File: config.mk
export PLATFORM = sky130hd
export DESIGN_NAME = soc_input_conditioner
export DESIGN_NICKNAME = d
export VERILOG_FILES = /design/src/rtl/soc_input_conditioner.sv
export SDC_FILE = /design/constraint.sdc
export NUM_CORES = 1
export LEC_CHECK = 0
export CORE_AREA = 4 4 91 93
export CTS_CLUSTER_DIAMETER = 40
export DETAILED_ROUTE_END_ITERATION = 12
export DIE_AREA = 0 0 95 97
export PLACE_DENSITY_LB_ADDON = 0.05
export SYNTH_ARGS = -nofsm -noshare
export SYNTH_HDL_FRONTEND = slang
export SYNTH_SLANG_ARGS = --single-unit
export TNS_END_PERCENT = 5
File: constraint.sdc
create_clock -name clk_clk -period 2.5 [get_ports clk_clk]
set_input_delay 0.375 -clock clk_clk [delete_from_list [all_inputs] [get_ports clk_clk]]
set_output_delay 0.375 -clock clk_clk [all_outputs]
set_load 0.02 [all_outputs]
File: src/rtl/soc_input_conditioner.sv
// Input conditioner ahead of the accumulator SoC: synchronizes and debounces the accumulate pushbutton and the slide switches.
// Build option: define SW_DEBOUNCE_EN to debounce the switch vector; otherwise the switches are only 2-FF synchronized.
module soc_input_conditioner #(
    parameter int DEBOUNCE_CYCLES = 500000,
    parameter int SW_WIDTH        = 10,
    parameter int CNT_W           = $clog2(DEBOUNCE_CYCLES + 1)
) (
    input  logic                clk_clk,
    input  logic                reset_reset_n,
    input  logic                key_acc_n,
    input  logic [SW_WIDTH-1:0] sw_raw,
    output logic                acc_wire_export,
    output logic                acc_pulse,
    output logic [SW_WIDTH-1:0] sw_wire_export,
    output logic [1:0]          key_state_dbg
);

    typedef enum logic [1:0] {
        ST_IDLE      = 2'd0,
        ST_ARMING    = 2'd1,
        ST_HELD      = 2'd2,
        ST_DISARMING = 2'd3
    } key_state_t;

    localparam logic [CNT_W-1:0] CNT_ONE  = CNT_W'(1);
    localparam logic [CNT_W-1:0] CNT_LAST = CNT_W'(DEBOUNCE_CYCLES - 1);

    logic                r_key_sync1;
    logic                r_key_sync2;
    logic [SW_WIDTH-1:0] r_sw_sync1;
    logic [SW_WIDTH-1:0] r_sw_sync2;
    logic                w_key_s;
    logic [SW_WIDTH-1:0] w_sw_s;

    key_state_t          r_state;
    key_state_t          w_state_nxt;
    logic [CNT_W-1:0]    r_kcnt;
    logic [CNT_W-1:0]    w_kcnt_nxt;
    logic                r_acc_wire;
    logic                r_acc_pulse;
    logic                w_key_down;

    // Key synchronizer idles at 1 (released) so reset never looks like a press.
    always_ff @(posedge clk_clk or negedge reset_reset_n) begin
        if (!reset_reset_n) begin
            r_key_sync1 <= 1'b1;
            r_key_sync2 <= 1'b1;
            r_sw_sync1  <= '0;
            r_sw_sync2  <= '0;
        end else begin
            r_key_sync1 <= key_acc_n;
            r_key_sync2 <= r_key_sync1;
            r_sw_sync1  <= sw_raw;
            r_sw_sync2  <= r_sw_sync1;
        end
    end

    assign w_key_s = ~r_key_sync2;
    assign w_sw_s  = r_sw_sync2;

    always_ff @(posedge clk_clk or negedge reset_reset_n) begin
        if (!reset_reset_n) begin
            r_state <= ST_IDLE;
            r_kcnt  <= '0;
        end else begin
            r_state <= w_state_nxt;
            r_kcnt  <= w_kcnt_nxt;
        end
    end

    always_comb begin
        w_state_nxt = r_state;
        w_kcnt_nxt  = r_kcnt;
        case (r_state)
            ST_IDLE: begin
                if (w_key_s) begin
                    w_state_nxt = ST_ARMING;
                    w_kcnt_nxt  = CNT_ONE;
                end else begin
                    w_kcnt_nxt  = '0;
                end
            end
            ST_ARMING: begin
                if (!w_key_s) begin
                    w_state_nxt = ST_IDLE;
                    w_kcnt_nxt  = '0;
                end else if (r_kcnt == CNT_LAST) begin
                    w_state_nxt = ST_HELD;
                    w_kcnt_nxt  = '0;
                end else begin
                    w_kcnt_nxt  = r_kcnt + CNT_ONE;
                end
            end
            // HELD never counts, so a key held indefinitely cannot wrap the counter.
            ST_HELD: begin
                if (!w_key_s) begin
                    w_state_nxt = ST_DISARMING;
                    w_kcnt_nxt  = CNT_ONE;
                end
            end
            ST_DISARMING: begin
                if (w_key_s) begin
                    w_state_nxt = ST_HELD;
                    w_kcnt_nxt  = '0;
                end else if (r_kcnt == CNT_LAST) begin
                    w_state_nxt = ST_IDLE;
                    w_kcnt_nxt  = '0;
                end else begin
                    w_kcnt_nxt  = r_kcnt + CNT_ONE;
                end
            end
            default: begin
                w_state_nxt = ST_IDLE;
                w_kcnt_nxt  = '0;
            end
        endcase
    end

    assign w_key_down = (r_state == ST_HELD) || (r_state == ST_DISARMING);

    // The pulse fires on the cycle the level first rises; DISARMING->HELD keeps the level high so it cannot re-fire.
    always_ff @(posedge clk_clk or negedge reset_reset_n) begin
        if (!reset_reset_n) begin
            r_acc_wire  <= 1'b0;
            r_acc_pulse <= 1'b0;
        end else begin
            r_acc_wire  <= w_key_down;
            r_acc_pulse <= w_key_down && !r_acc_wire;
        end
    end

    assign acc_wire_export = r_acc_wire;
    assign acc_pulse       = r_acc_pulse;
    assign key_state_dbg   = r_state;

`ifdef SW_DEBOUNCE_EN
    logic [SW_WIDTH-1:0] r_sw_p;
    logic [CNT_W-1:0]    r_scnt;
    logic [SW_WIDTH-1:0] r_sw_out;

    // One window for the whole vector: any bit moving restarts it, so bits always update together.
    always_ff @(posedge clk_clk or negedge reset_reset_n) begin
        if (!reset_reset_n) begin
            r_sw_p   <= '0;
            r_scnt   <= '0;
            r_sw_out <= '0;
        end else if (w_sw_s != r_sw_p) begin
            r_sw_p   <= w_sw_s;
            r_scnt   <= '0;
        end else if (r_scnt == CNT_LAST) begin
            r_sw_out <= w_sw_s;
        end else begin
            r_scnt   <= r_scnt + CNT_ONE;
        end
    end

    assign sw_wire_export = r_sw_out;
`else
    assign sw_wire_export = w_sw_s;
`endif

endmodule
==> flow_metrics.py, run 1 <==
metrics = {
    "grt": {
        "grtUsageTotal_pct": 9.785,
        "grt_pass1_vias": 1388,
        "grt_util_met1_pct": 11.94,
        "grt_overflow": 0,
        "antenna_found_initial": 0,
        "gr-usage-met3_pct": 3.110,
        "use_met2_pct": 15.94,
        "busiest_layer": "met2",
        "grt_max_degree": 40,
        "grt_pass1_wl_um": 6906,
    },
    "cts": {
        "clkSlewWorstSetupHoldPaths_ns": 0.09,
        "clockRootBuffer": "clkbuf_8",
        "post_cts_buffers": 0,
        "postCtsHoldBufs": 1,
        "cts_tree": "done",
        "cts_made_buffers": 5,
        "clk_latency_ns": 0.30,
        "clock-sinks": 45,
        "h-tree-depth": 2,
        "clockBufferDepth": 2,
        "cts_resized": 0,
    },
    "critical_path": {
        "critPathMaxFanout": 11,
        "crit_chain": "ha_1 -> or4b_4 -> o41a_1 -> buf_4 -> a21o_1 -> a22o_1",
        "arrival_ns": 2.48,
        "worstPathRequired_ns": 2.70,
        "path_class": "flip-flop to flip-flop",
        "end_kind": "flip-flop",
        "critPathSlowestCell": "or4b_4",
        "critPathMaxStageDelay_ns": 0.51,
        "startpoint_type": "flip-flop",
    },
    "yosys": {
        "synthCells": 161,
        "yosys-top-cells-area": "dfrtp_1, o21ai_0, nand2_1, dfstp_2, nor2_1",
        "synth-edff-count": 0,
        "synth_nets": 175,
        "synth_area_per_cell_um2": 11.39,
        "netlist.area_leader.share_pct": 58.70,
        "ys_seq_elements": 45,
        "synth-seq-area-share_pct": 61.57,
        "synth_common_cells": "dfrtp_1, nand2_1, nor2_1, o21ai_0, a21oi_1",
        "yosysMostFrequentCell": "dfrtp_1",
        "synth_cell_types": 39,
        "synthFlopType": "dfrtp_1",
        "synth_top_cell_by_area": "dfrtp_1",
        "synth-async-reset-ratio_pct": 100.0,
        "ys.warnings.count": 0,
        "synth_area_mm2": 0.001833,
    },
    "floorplan": {
        "initial_core_util_pct": 24.35,
        "rows": 32,
        "io_pins": 27,
        "fp.dieH_um": 97,
        "die_area_mm2": 0.009215,
        "core_area_mm2": 0.007527,
        "die_w_um": 95,
    },
    "sta": {
        "worst_slack_ns": 0.2135,
        "fin_hold_ws_ns": 0.3534,
        "hold_viol": 0,
        "grt_setup_unrepaired": "no",
        "period_needed_ns": 2.287,
        "fin_tns_setup_ns": 0,
        "fmax_mhz": 437.3,
        "setup_violations": 0,
        "fin_crit_sh_pct": 91.46,
        "tightest_slew_ns": 0.5490,
        "slew_headroom_pct": 63.26,
        "maxSlewViolCount": 0,
        "skew_ns": 0.007895,
    },
    "placement": {
        "dp_slack_ns": 0.2286,
        "dp_hpwl_um": 2998,
        "gp_congestion": 0.8255,
        "place_area_mm2": 0.002233,
        "port_buffers": 26,
    },
    "detailed_routing": {
        "drt_pre_antenna_iters": 4,
        "wl_per_cell_um": 14.18,
        "drtIter0Drc": 53,
        "via_count": 1360,
        "viasPerCell": 4.548,
        "drt-total-wl_um": 4239,
        "drc": 0,
        "detail-route-antenna-nets": 0,
    },
    "final_layout": {
        "drive_above_1_share_pct": 10.66,
        "utilization_pct": 31.28,
        "multi_input_area_um2": 669.4,
        "area_growth_pct": 28.46,
        "seqCellArea_mm2": 0.001129,
        "final_area_mm2": 0.002355,
        "antennaDiodeCount": 0,
        "fillCellCount": 819,
        "nets": 210,
    },
    "status": {
        "outcome": "finished clean",
    },
    "power_and_ir_drop": {
        "max-vdd-ir-drop_v": 0.0002040,
        "p_per_area_mw_per_mm2": 596.2,
        "leakage_nw": 0.9744,
    },
    "flow_run": {
        "drv_cap": 0,
    },
    "min_path": {
        "hold_path_class": "flip-flop to flip-flop",
    },
}
-- worst max-delay path, delay by kind of cell (launching register included) --
family | cells | cell delay, ns
compound gates | 3 | 0.79
flops | 1 | 0.44
buf+inv | 1 | 0.19
fa+ha+maj | 1 | 0.25
simple gates | 1 | 0.51
-- metal layers --
metal / share of wire (%) / routed length, um
met5: 0 / 0
met4: 1.3 / 53
met3: 3.3 / 142
met2: 51 / 2145
met1: 45 / 1898
-- state kept, by name, indices dropped and copies added, names as in the netlist, named ones only --
name and cells:
r_key_sync1 1, key_state_dbg 1, acc_wire_export 1, sw_wire_export 10, r_kcnt 19, acc_pulse 1
r_sw_sync1 10, r_key_sync2 1
-- path summary, 6_finish.rpt --
kind                                    start  slack (ns)           endpoint  cells past startpoint
worst min register to register  r_sw_sync1[4]        0.35  sw_wire_export[4]                      0
min in group asynchronous       reset_reset_n        0.43  sw_wire_export[7]                      2
worst max register to register      r_kcnt[0]        0.21          r_kcnt[3]                      6
worst min-delay path            r_sw_sync1[4]        0.35  sw_wire_export[4]                      0
worst max-delay path                r_kcnt[0]        0.21          r_kcnt[3]                      6
max in group asynchronous       reset_reset_n        1.35        r_key_sync1                      3
-- metrics by stage --
step,total power (W),instances
CTS,0.001438,299
finish,0.001404,299
global placement,0.0008667,290
floorplan,0.0008071,161
global route,0.001470,299
detailed placement,0.0008690,290
-- cell usage in the layout, fill, tap and decap left out, types with 4 or more instances in the layout --
cell type,instances
a21o_1,4
a21oi_1,8
a31oi_1,7
buf_4,6
clkbuf_8,5
clkdlybuf4s50_1,25
dfrtp_1,43
nand2_1,16
nand3_1,6
nand4_1,7
nor2_1,12
nor3_1,4
o21ai_0,12
-- report_power, final --
group          internal (W)  switching [W]
sequential         0.000749     0.00000966
combinational     0.0000461      0.0000475
clock              0.000302       0.000249
-- layout make-up --
type	count	share of cell area, %
clock buffers	6	3.082
clock inverters	2	1.647
inverters	2	0.3188
multi-input cells	109	28.43
flip-flops and latches	45	47.93
well taps	102	5.420
repair buffers	33	13.18
-- cells by family after synthesis --
group / after synthesis / share of synthesized area [%]
DFF: 45 / 61.57
AOI/OAI and AO/OA: 44 / 16.86
muxes: 2 / 1.160
buffers and inverters: 7 / 1.911
xor gates and xnor gates: 1 / 0.4779
and+or+nand+nor: 61 / 17.34
adders and majority gates: 1 / 0.6825
Power figures use the tool's default switching activity.
==> run 2: changes to the inputs <==
--- a/config.mk
+++ b/config.mk
@@ -10,6 +10,7 @@
 export DETAILED_ROUTE_END_ITERATION = 12
 export DIE_AREA = 0 0 95 97
 export PLACE_DENSITY_LB_ADDON = 0.05
+export REMOVE_ABC_BUFFERS = 1
 export SYNTH_ARGS = -nofsm -noshare
 export SYNTH_HDL_FRONTEND = slang
 export SYNTH_SLANG_ARGS = --single-unit
==> flow_metrics.py, run 2 (synthesized netlist as in run 1, its figures left out) <==
metrics = {
    "detailed_routing": {
        "via_count": 1338,
        "drt-total-wl_um": 3997,
        "drc": 0,
        "top_layer": "met4",
        "viasPerCell": 4.520,
        "drt_pre_antenna_iters": 4,
        "drtIter0Drc": 81,
        "wl_met1_um": 1981,
        "detail-route-antenna-nets": 0,
        "wl_met2_um": 1779,
        "routed-wl-met3_um": 204,
        "wl_per_cell_um": 13.50,
    },
    "power_and_ir_drop": {
        "leakage_nw": 0.9633,
        "p_per_area_mw_per_mm2": 601.4,
        "max-vdd-ir-drop_v": 0.0002797,
    },
    "cts": {
        "post_cts_buffers": 0,
        "h-tree-depth": 2,
        "clk_latency_ns": 0.29,
        "postCtsHoldBufs": 0,
        "clock-sinks": 45,
        "clockRootBuffer": "clkbuf_8",
        "cts_made_buffers": 5,
        "cts_resized": 0,
        "clockBufferDepth": 2,
        "cts_tree": "done",
        "clkSlewWorstSetupHoldPaths_ns": 0.09,
    },
    "grt": {
        "grtUsageTotal_pct": 9.771,
        "antenna_found_initial": 0,
        "grt_pass1_vias": 1363,
        "grt_max_degree": 26,
        "grt_overflow": 0,
        "grt_pass1_wl_um": 7093,
    },
    "status": {
        "outcome": "finished clean",
    },
    "sta": {
        "period_needed_ns": 2.353,
        "skew_ns": 0.005857,
        "fmax_mhz": 424.9,
        "setup_violations": 0,
        "maxSlewViolCount": 0,
        "slew_headroom_pct": 64.31,
        "fin_tns_setup_ns": 0,
        "tightest_slew_ns": 0.5334,
        "grt_setup_unrepaired": "no",
        "fin_crit_sh_pct": 94.14,
        "hold_viol": 0,
    },
    "final_layout": {
        "final_cell_mix": "dfrtp_1, clkdlybuf4s50_1, nand2_1",
        "area_growth_pct": 27.17,
        "largest_register": "r_kcnt",
        "final_common_cell": "dfrtp_1",
        "antennaDiodeCount": 0,
        "nets": 207,
        "drive_above_1_share_pct": 10.31,
        "largest_reg_flops": 19,
        "fin_cells": 296,
        "fillCellCount": 806,
    },
    "floorplan": {
        "rows": 32,
        "core_area_mm2": 0.007527,
        "die_area_mm2": 0.009215,
        "io_pins": 27,
        "die_w_um": 95,
        "fp.dieH_um": 97,
        "initial_core_util_pct": 24.35,
    },
    "placement": {
        "gp_congestion": 0.7541,
        "dp_hpwl_um": 2853,
        "dpl.cell_count": 288,
        "port_buffers": 26,
    },
    "critical_path": {
        "rr_worst_depth": 6,
        "arrival_ns": 2.54,
        "worstPathRequired_ns": 2.68,
        "crit_buf_inv": 1,
        "critical_path_depth": 6,
        "path_class": "flip-flop to flip-flop",
        "critPathMaxFanout": 15,
        "critPathMaxStageDelay_ns": 0.58,
        "crit_family": "compound AO/OA/AOI/OAI gates",
        "startpoint_type": "flip-flop",
        "end_kind": "flip-flop",
        "crit_chain": "ha_1 -> or4b_4 -> o41a_1 -> buf_4 -> a211oi_2 -> a21oi_1",
        "critPathSlowestCell": "o41a_1",
    },
    "flow_run": {
        "drv_cap": 0,
    },
    "min_path": {
        "hold_path_class": "primary input to async pin",
    },
}
[run 2: worst paths after layout]
path / slack (ns) / end / startpoint
min: 0.05 / r_kcnt[17] / reset_reset_n
max: 0.15 / r_kcnt[11] / r_kcnt[0]
min reg2reg: 0.36 / sw_wire_export[1] / r_sw_sync1[1]
max in group asynchronous: 1.68 / r_key_sync2 / reset_reset_n
min in group clk_clk: 0.36 / sw_wire_export[1] / r_sw_sync1[1]
max reg2reg: 0.15 / r_kcnt[11] / r_kcnt[0]
[run 2: area by class of cell]
class | count | area (um2) | share of cell area [%]
timing repair buffer | 30 | 285.3 | 12.24
multi-input combinational | 109 | 669.4 | 28.72
inverter | 2 | 7.507 | 0.3221
clock inverter | 3 | 43.79 | 1.879
tap | 102 | 127.6 | 5.475
clock buffer | 5 | 68.82 | 2.952
sequential | 45 | 1129 | 48.42
[run 2: layer usage]
| metal | up-vias | track usage, % |
|---|---|---|
| li1 | 664 | - |
| met1 | 644 | 13.94 |
| met2 | 28 | 13.88 |
| met3 | 2 | 3.033 |
| met4 | 0 | 3.330 |
| met5 | - | 0 |
[run 2: report_power, final]
part / switching [W] / internal (W) / total [W]
Clock: 0.000253 / 0.000300 / 0.000552
Combinational: 0.0000470 / 0.0000428 / 0.0000899
Sequential: 0.0000102 / 0.000749 / 0.000759
Total: 0.000310 / 0.00109 / 0.00140
[run 2: metrics by stage]
stage	hold WS, ns	instance area [um2]	utilization, %	worst slack (ns)	total power [W]
after CTS	0.06111	2331	30.97	0.1494	0.001436
after floorplan	0.07941	1805	-	0.2328	0.0008047
after global placement	0.3327	2218	29.47	0.1841	0.0008663
after detailed placement	0.3364	2218	29.47	0.1493	0.0008661
after global routing	0.07796	2331	30.97	0.04282	0.001475
final	0.05065	2331	30.97	0.1466	0.001402
==> run 3: changes to the inputs <==
--- a/config.mk
+++ b/config.mk
@@ -5,6 +5,8 @@
 export SDC_FILE = /design/constraint.sdc
 export NUM_CORES = 1
 export LEC_CHECK = 0
+export ABC_CLOCK_PERIOD_IN_PS = 2500
+export CAP_MARGIN = 20
 export CORE_AREA = 4 4 91 93
 export CTS_CLUSTER_DIAMETER = 40
 export DETAILED_ROUTE_END_ITERATION = 12
==> results of run 3 <==
No change in the layout: final DEF, timing and power equal those of run 2.
